`config.mk`:
```
export PLATFORM = sky130hd
export DESIGN_NAME = histogram_divider_stage
export DESIGN_NICKNAME = d
export VERILOG_FILES = /design/src/rtl/histogram_divider_stage.sv
export SDC_FILE = /design/constraint.sdc
export NUM_CORES = 2
export LEC_CHECK = 0
export CAP_MARGIN = 20
export CORE_MARGIN = 4
export CORE_UTILIZATION = 50
export DETAILED_ROUTE_END_ITERATION = 8
export GPL_ROUTABILITY_DRIVEN = 0
export PLACE_DENSITY = 0.77
export REMOVE_ABC_BUFFERS = 1
export SETUP_SLACK_MARGIN = 0.15
export SLEW_MARGIN = 20
export SYNTH_ARGS = -nofsm -noshare
export SYNTH_HDL_FRONTEND = slang
export SYNTH_SLANG_ARGS = --single-unit
```
`constraint.sdc`:
```
create_clock -name clock -period 8.2 [get_ports clock]
set_input_delay 0.82 -clock clock [delete_from_list [all_inputs] [get_ports clock]]
set_output_delay 0.82 -clock clock [all_outputs]
set_load 0.03 [all_outputs]
```
`src/rtl/histogram_divider_stage.sv`:
```
// histogram_divider_stage
//   Final stage of the histogram equalizer. On start it scans the 256-entry
//   CDF in scratch memory to find cdf_min (first nonzero level) and the pixel
//   total. It then remaps every input pixel p to
//     ((cdf[p] - cdf_min) * 255) / (total - cdf_min)
//   with an 8-iteration restoring divider. Results are written as 16-pixel
//   words to the output memory.
//
// Optional feature macro: DIVIDER_ROUND_EN
//   When defined, denom/2 is added to the numerator so the quotient rounds
//   to nearest. When undefined, the quotient truncates. Timing is identical.
//
// Ports
//   clock                       rising-edge clock
//   reset                       asynchronous, active-low
//   start_divider               start request, sampled only in IDLE
//   divider_input_mem_raddr     image word address (IN_BASE + word index)
//   divider_input_mem_rdata     image word, pixel i in bits [8i+7:8i]
//   divider_scratch_mem_raddr0  CDF word address (CDF_BASE + level[7:3])
//   divider_scratch_mem_rdata0  CDF word, lane j in bits [16j+15:16j]
//   divider_output_mem_WE       one-cycle write strobe
//   divider_output_mem_waddr    OUT_BASE + word index
//   divider_output_mem_wdata    equalized pixels, same lane layout as input
//   divider_busy                high from the cycle after start up to the last WRITE
//   divider_done                one-cycle pulse after the last write
//   divider_state_o             current FSM state, for observation
//
// Handshake: there is no back-pressure. Both memories answer one cycle after
// the address is presented, and the output memory accepts each WE pulse
// unconditionally.

module histogram_divider_stage #(
  parameter int unsigned NUM_WORDS = 4096,
  parameter logic [15:0] CDF_BASE  = 16'h0000,
  parameter logic [15:0] IN_BASE   = 16'h0000,
  parameter logic [15:0] OUT_BASE  = 16'h0000
) (
  input  logic         clock,
  input  logic         reset,
  input  logic         start_divider,
  output logic [15:0]  divider_input_mem_raddr,
  input  logic [127:0] divider_input_mem_rdata,
  output logic [15:0]  divider_scratch_mem_raddr0,
  input  logic [127:0] divider_scratch_mem_rdata0,
  output logic         divider_output_mem_WE,
  output logic [15:0]  divider_output_mem_waddr,
  output logic [127:0] divider_output_mem_wdata,
  output logic         divider_busy,
  output logic         divider_done,
  output logic [3:0]   divider_state_o
);

  typedef enum logic [3:0] {
    S_IDLE, S_SCAN, S_CALC, S_RD_IN, S_LATCH_IN,
    S_LOOKUP, S_LATCH, S_DIV, S_WRITE, S_DONE
  } state_e;

  localparam logic [15:0] LAST_WORD = 16'(NUM_WORDS - 1);

  state_e       state_q;
  logic [5:0]   scan_cnt_q;
  logic         found_q;
  logic [15:0]  cdf_min_q, total_q, denom_q;
  logic [15:0]  word_idx_q;
  logic [3:0]   pix_idx_q;
  logic [127:0] in_word_q, result_q;
  logic [23:0]  rem_q, dsh_q;
  logic [7:0]   quo_q;
  logic [2:0]   div_cnt_q;
  logic [15:0]  in_raddr_q, cdf_raddr_q, waddr_q;
  logic         we_q, busy_q, done_q;
  logic [127:0] wdata_q;

  logic         scan_hit_d;
  logic [15:0]  scan_min_d;
  logic [3:0]   nxt_idx_d;
  logic [7:0]   cur_pix_d, nxt_pix_d;
  logic [15:0]  lane_c_d, diff_d;
  logic [23:0]  rnd_d, num_d;
  logic         div_ge_d;
  logic [7:0]   quo_d;

`ifdef DIVIDER_ROUND_EN
  assign rnd_d = {9'd0, denom_q[15:1]};
`else
  assign rnd_d = 24'd0;
`endif

  always_comb begin
    scan_hit_d = 1'b0;
    scan_min_d = 16'd0;
    // Descending loop: the lowest nonzero lane is the last assignment to win.
    for (int j = 7; j >= 0; j--) begin
      if (divider_scratch_mem_rdata0[16*j +: 16] != 16'd0) begin
        scan_hit_d = 1'b1;
        scan_min_d = divider_scratch_mem_rdata0[16*j +: 16];
      end
    end
    nxt_idx_d = pix_idx_q + 4'd1;
    cur_pix_d = in_word_q[{pix_idx_q, 3'b000} +: 8];
    nxt_pix_d = in_word_q[{nxt_idx_d, 3'b000} +: 8];
    lane_c_d  = divider_scratch_mem_rdata0[{cur_pix_d[2:0], 4'b0000} +: 16];
    diff_d    = lane_c_d - cdf_min_q;
    num_d     = 24'(diff_d) * 24'd255 + rnd_d;
    div_ge_d  = (rem_q >= dsh_q);
    // A single-level image has denom 0: pass the pixel through unchanged.
    quo_d     = (denom_q == 16'd0) ? cur_pix_d : {quo_q[6:0], div_ge_d};
  end

  always_ff @(posedge clock or negedge reset) begin
    if (!reset) begin
      state_q     <= S_IDLE;
      scan_cnt_q  <= '0;
      found_q     <= 1'b0;
      cdf_min_q   <= '0;
      total_q     <= '0;
      denom_q     <= '0;
      word_idx_q  <= '0;
      pix_idx_q   <= '0;
      in_word_q   <= '0;
      result_q    <= '0;
      rem_q       <= '0;
      dsh_q       <= '0;
      quo_q       <= '0;
      div_cnt_q   <= '0;
      in_raddr_q  <= '0;
      cdf_raddr_q <= '0;
      waddr_q     <= '0;
      we_q        <= 1'b0;
      busy_q      <= 1'b0;
      done_q      <= 1'b0;
      wdata_q     <= '0;
    end else begin
      case (state_q)
        S_IDLE: begin
          if (start_divider) begin
            state_q     <= S_SCAN;
            busy_q      <= 1'b1;
            scan_cnt_q  <= '0;
            found_q     <= 1'b0;
            cdf_min_q   <= '0;
            cdf_raddr_q <= CDF_BASE;
          end
        end
        S_SCAN: begin
          // Address k goes out in scan cycle k; its data arrives in cycle k+1.
          if (scan_cnt_q < 6'd31) cdf_raddr_q <= CDF_BASE + 16'(scan_cnt_q) + 16'd1;
          if (scan_cnt_q != 6'd0 && !found_q && scan_hit_d) begin
            found_q   <= 1'b1;
            cdf_min_q <= scan_min_d;
          end
          if (scan_cnt_q == 6'd32) begin
            total_q <= divider_scratch_mem_rdata0[127:112];
            state_q <= S_CALC;
          end
          scan_cnt_q <= scan_cnt_q + 6'd1;
        end
        S_CALC: begin
          denom_q    <= total_q - cdf_min_q;
          word_idx_q <= '0;
          in_raddr_q <= IN_BASE;
          state_q    <= S_RD_IN;
        end
        S_RD_IN: state_q <= S_LATCH_IN;
        S_LATCH_IN: begin
          in_word_q   <= divider_input_mem_rdata;
          pix_idx_q   <= '0;
          cdf_raddr_q <= CDF_BASE + {11'd0, divider_input_mem_rdata[7:3]};
          state_q     <= S_LOOKUP;
        end
        S_LOOKUP: state_q <= S_LATCH;
        S_LATCH: begin
          rem_q     <= num_d;
          dsh_q     <= {1'b0, denom_q, 7'd0};
          quo_q     <= '0;
          div_cnt_q <= '0;
          state_q   <= S_DIV;
        end
        S_DIV: begin
          if (div_ge_d) rem_q <= rem_q - dsh_q;
          dsh_q     <= dsh_q >> 1;
          quo_q     <= {quo_q[6:0], div_ge_d};
          div_cnt_q <= div_cnt_q + 3'd1;
          if (div_cnt_q == 3'd7) begin
            result_q[{pix_idx_q, 3'b000} +: 8] <= quo_d;
            if (pix_idx_q == 4'd15) begin
              // Lane 15 is not in result_q yet, so splice it in directly.
              we_q    <= 1'b1;
              waddr_q <= OUT_BASE + word_idx_q;
              wdata_q <= {quo_d, result_q[119:0]};
              state_q <= S_WRITE;
            end else begin
              pix_idx_q   <= nxt_idx_d;
              cdf_raddr_q <= CDF_BASE + {11'd0, nxt_pix_d[7:3]};
              state_q     <= S_LOOKUP;
            end
          end
        end
        S_WRITE: begin
          we_q <= 1'b0;
          if (word_idx_q == LAST_WORD) begin
            busy_q  <= 1'b0;
            done_q  <= 1'b1;
            state_q <= S_DONE;
          end else begin
            word_idx_q <= word_idx_q + 16'd1;
            in_raddr_q <= IN_BASE + word_idx_q + 16'd1;
            state_q    <= S_RD_IN;
          end
        end
        S_DONE: begin
          done_q  <= 1'b0;
          state_q <= S_IDLE;
        end
        default: state_q <= S_IDLE;
      endcase
    end
  end

  assign divider_input_mem_raddr    = in_raddr_q;
  assign divider_scratch_mem_raddr0 = cdf_raddr_q;
  assign divider_output_mem_WE      = we_q;
  assign divider_output_mem_waddr   = waddr_q;
  assign divider_output_mem_wdata   = wdata_q;
  assign divider_busy               = busy_q;
  assign divider_done               = done_q;
  assign divider_state_o            = state_q;

endmodule

```
==> results.yml <==
timing:
  period_needed_ns: 8.21
  min_period_over_period_pct: 100
  slew-limit-headroom_pct: 24.2
  fin_skew_ns: 0.0787
  maxSlewViolCount: 0
  fmax_ghz: 0.122
  setup-tns-final_ns: -0.00715
  finalHoldViolations: 0
  setup_violations: 1
  setup_ws_ns: -0.00715
  tightest_slew_ns: 1.14
  rsz0062_at_grt: "yes"
worst_setup_path:
  worstPathArrival_ns: 8.73
  critPathSlowestCell: "mux4_2"
  critPathLaunchType: "flop"
  cp-end-kind: "flop"
  cpMostUsedCell: "fa_1"
  critical_path_required_ns: 8.72
  regToRegSetupSlack_ns: -0.007
  reg2reg_to: "rem_q[23]$_DFFE_PN0P_"
  critPathMaxFanout: 7
  rr_startpoint: "pix_idx_q[0]$_DFFE_PN0P_"
  r2r_cells: 33
  worstSetupPathType: "flop to flop"
  cp_slowest_stage_delay_ns: 0.51
clocking:
  tritoncts: "built"
  htree_levels: 2
  clkSlewWorstSetupHoldPaths_ns: 0.06
  clockRootBuffer: "clkbuf_16"
  cts_sinks: 538
  cts_buffer_depth: 3
  cts_made_buffers: 55
  clk_latency_ns: 0.66
status:
  violations: "design-rule violations, negative setup slack"
  status: "finished, violations left"
placement:
  dpl.cell_count: 3907
  dp_slack_ns: -0.169
  io_buffers: 432
  hpwl_um: 66100
yosys:
  synth.most_common_cell: "dfrtp_1"
  syn_area_um2: 30500
  synthArstFlopShare_pct: 100
  yosys_warnings: 0
  synth-edff-count: 0
  synth.area.top_cells: "dfrtp_1, mux2_2, mux4_2, ha_1, fa_1"
  synth_largest_type_area_fraction_pct: 44.2
  seq_area_frac_synth_pct: 44.2
  synthTopCellsByCount: "dfrtp_1, mux2_2, nand2_1"
  synthFlopType: "dfrtp_1"
  avgSynthCellArea_um2: 11.1
  synth.distinct_cells: 83
  ys_ff_latch: 538
  synth_cells: 2755
  synth_area_leader_cell: "dfrtp_1"
min_path:
  worstHoldPathType: "primary input to async pin"
routing:
  vias: 24700
  drc_errors: 66
  first_pass_iters: 9
  ant_nets: 0
  initialDrtViolationCount: 2673
  vias_per_cell: 6.08
  wl_per_cell_um: 22.8
  postRouteWirelength_um: 92500
grt:
  grt_pass1_wl_um: 138000
  grt_max_degree: 160
  antenna_found_initial: 1
  grt_usage_pct: 26.8
  grt_overflow: 0
  grt_pass1_vias: 24800
run:
  cap_violations: 0
final_layout:
  final_layout_size_suffix_gt1_share_pct: 22.9
  fin_util_pct: 64.9
  final_cells: 4062
  syn_to_final_growth_pct: 28.6
  nets: 3663
floorplan:
  die_x_um: 255
  core_um2: 60400
  initial_utilization_pct: 50.5
  rows: 90
  die_y_um: 255
  num_io_pins: 442
  die_area_um2: 65000
## routing by layer
layer / part of all wire, % / global-route usage [%]
met1: 38 / 34.8
met2: 48 / 44.3
met3: 8.8 / 5.86
met4: 5.5 / 10.8
met5: 0.042 / 0
## area by class of cell
class,count,area [µm²]
fill,4373,21200
multi-input combinational,1917,16500
sequential,538,13500
timing repair buffer,565,5560
clock buffer,70,1500
tap,782,978
inverter,155,582
clock inverter,34,569
antenna,1,2.50
## cells in the final DEF (no fill, tap or decap), types with 42 or more instances in the layout
cell type and count:
xor2_1 42, mux2_2 293, nor2_1 168, clkdlybuf4s50_1 431, mux4_2 88, fa_1 49
inv_1 145, nand2_1 205, buf_4 106, dfrtp_1 536, a21oi_1 180, o21ai_0 158
clkbuf_16 56, ha_1 95
## worst max path at each step
stage,start,end,slack [ns],depth (start not counted)
2_1_floorplan,pix_idx_q[0]$_DFFE_PN0P_,rem_q[23]$_DFFE_PN0P_,-2.07,26
3_3_place_gp,pix_idx_q[0]$_DFFE_PN0P_,rem_q[20]$_DFFE_PN0P_,0.11,31
3_5_place_dp,pix_idx_q[0]$_DFFE_PN0P_,rem_q[22]$_DFFE_PN0P_,-0.17,31
4_1_cts,pix_idx_q[0]$_DFFE_PN0P_,rem_q[20]$_DFFE_PN0P_,0.15,34
5_1_grt,pix_idx_q[0]$_DFFE_PN0P_,rem_q[23]$_DFFE_PN0P_,-0.39,31
6_report,pix_idx_q[0]$_DFFE_PN0P_,rem_q[23]$_DFFE_PN0P_,-0.007,33
## metrics by stage
step / area (µm²) / hold WS [ns]
6_report: 39200 / 0.111
5_1_grt: 39200 / 0.134
4_1_cts: 38300 / 0.101
3_5_place_dp: 35800 / 0.467
3_3_place_gp: 35800 / 0.458
2_1_floorplan: 29800 / 0.446
## worst max-delay path, delay by kind of cell, from the launching register on
family          cells  cell delay [ns]
mux                 4             1.47
xor+xnor            1             0.21
buf+inv             7             0.64
flops               1             0.48
simple gates        8             1.21
fa+ha+maj           6             2.23
compound gates      7             1.84
## timing repair
action | 4_1_cts | 5_1_grt
gates resized for setup | 44 | 103
buffers inserted | 8 | 38
hold buffers | 0 | 0
pin swaps | 16 | 81
cloned | 2 | 1
setup endpoints to repair | 7 | 11
## state kept, by name (all words and copies together), names as in the netlist
register                    count
divider_busy                    1
divider_done                    1
divider_state_o                 4
divider_scratch_mem_raddr0      7
divider_output_mem_WE           1
divider_input_mem_raddr        16
denom_q                        16
quo_q                           7
rem_q                          24
result_q                      120
cdf_min_q                      16
scan_cnt_q                      6
in_word_q                     128
divider_output_mem_waddr       16
divider_output_mem_wdata      128
dsh_q                          23
total_q                        16
found_q                         1
div_cnt_q                       3
pix_idx_q                       4
## kinds of logic after synthesis
kind of cell | after synthesis | share of synthesized area (%)
AO/OA/AOI/OAI | 588 | 12.0
XOR/XNOR | 97 | 2.89
adder cells (fa/ha/maj) | 178 | 8.54
buffers and inverters | 308 | 4.27
flip-flops | 538 | 44.2
multiplexers | 409 | 18.3
other | 1 | 0.0123
AND/OR/NAND/NOR | 636 | 9.83
Power is left out: the tool's default activity adds up to more than one toggle a clock period on the data nets, which glitch-free logic cannot reach.
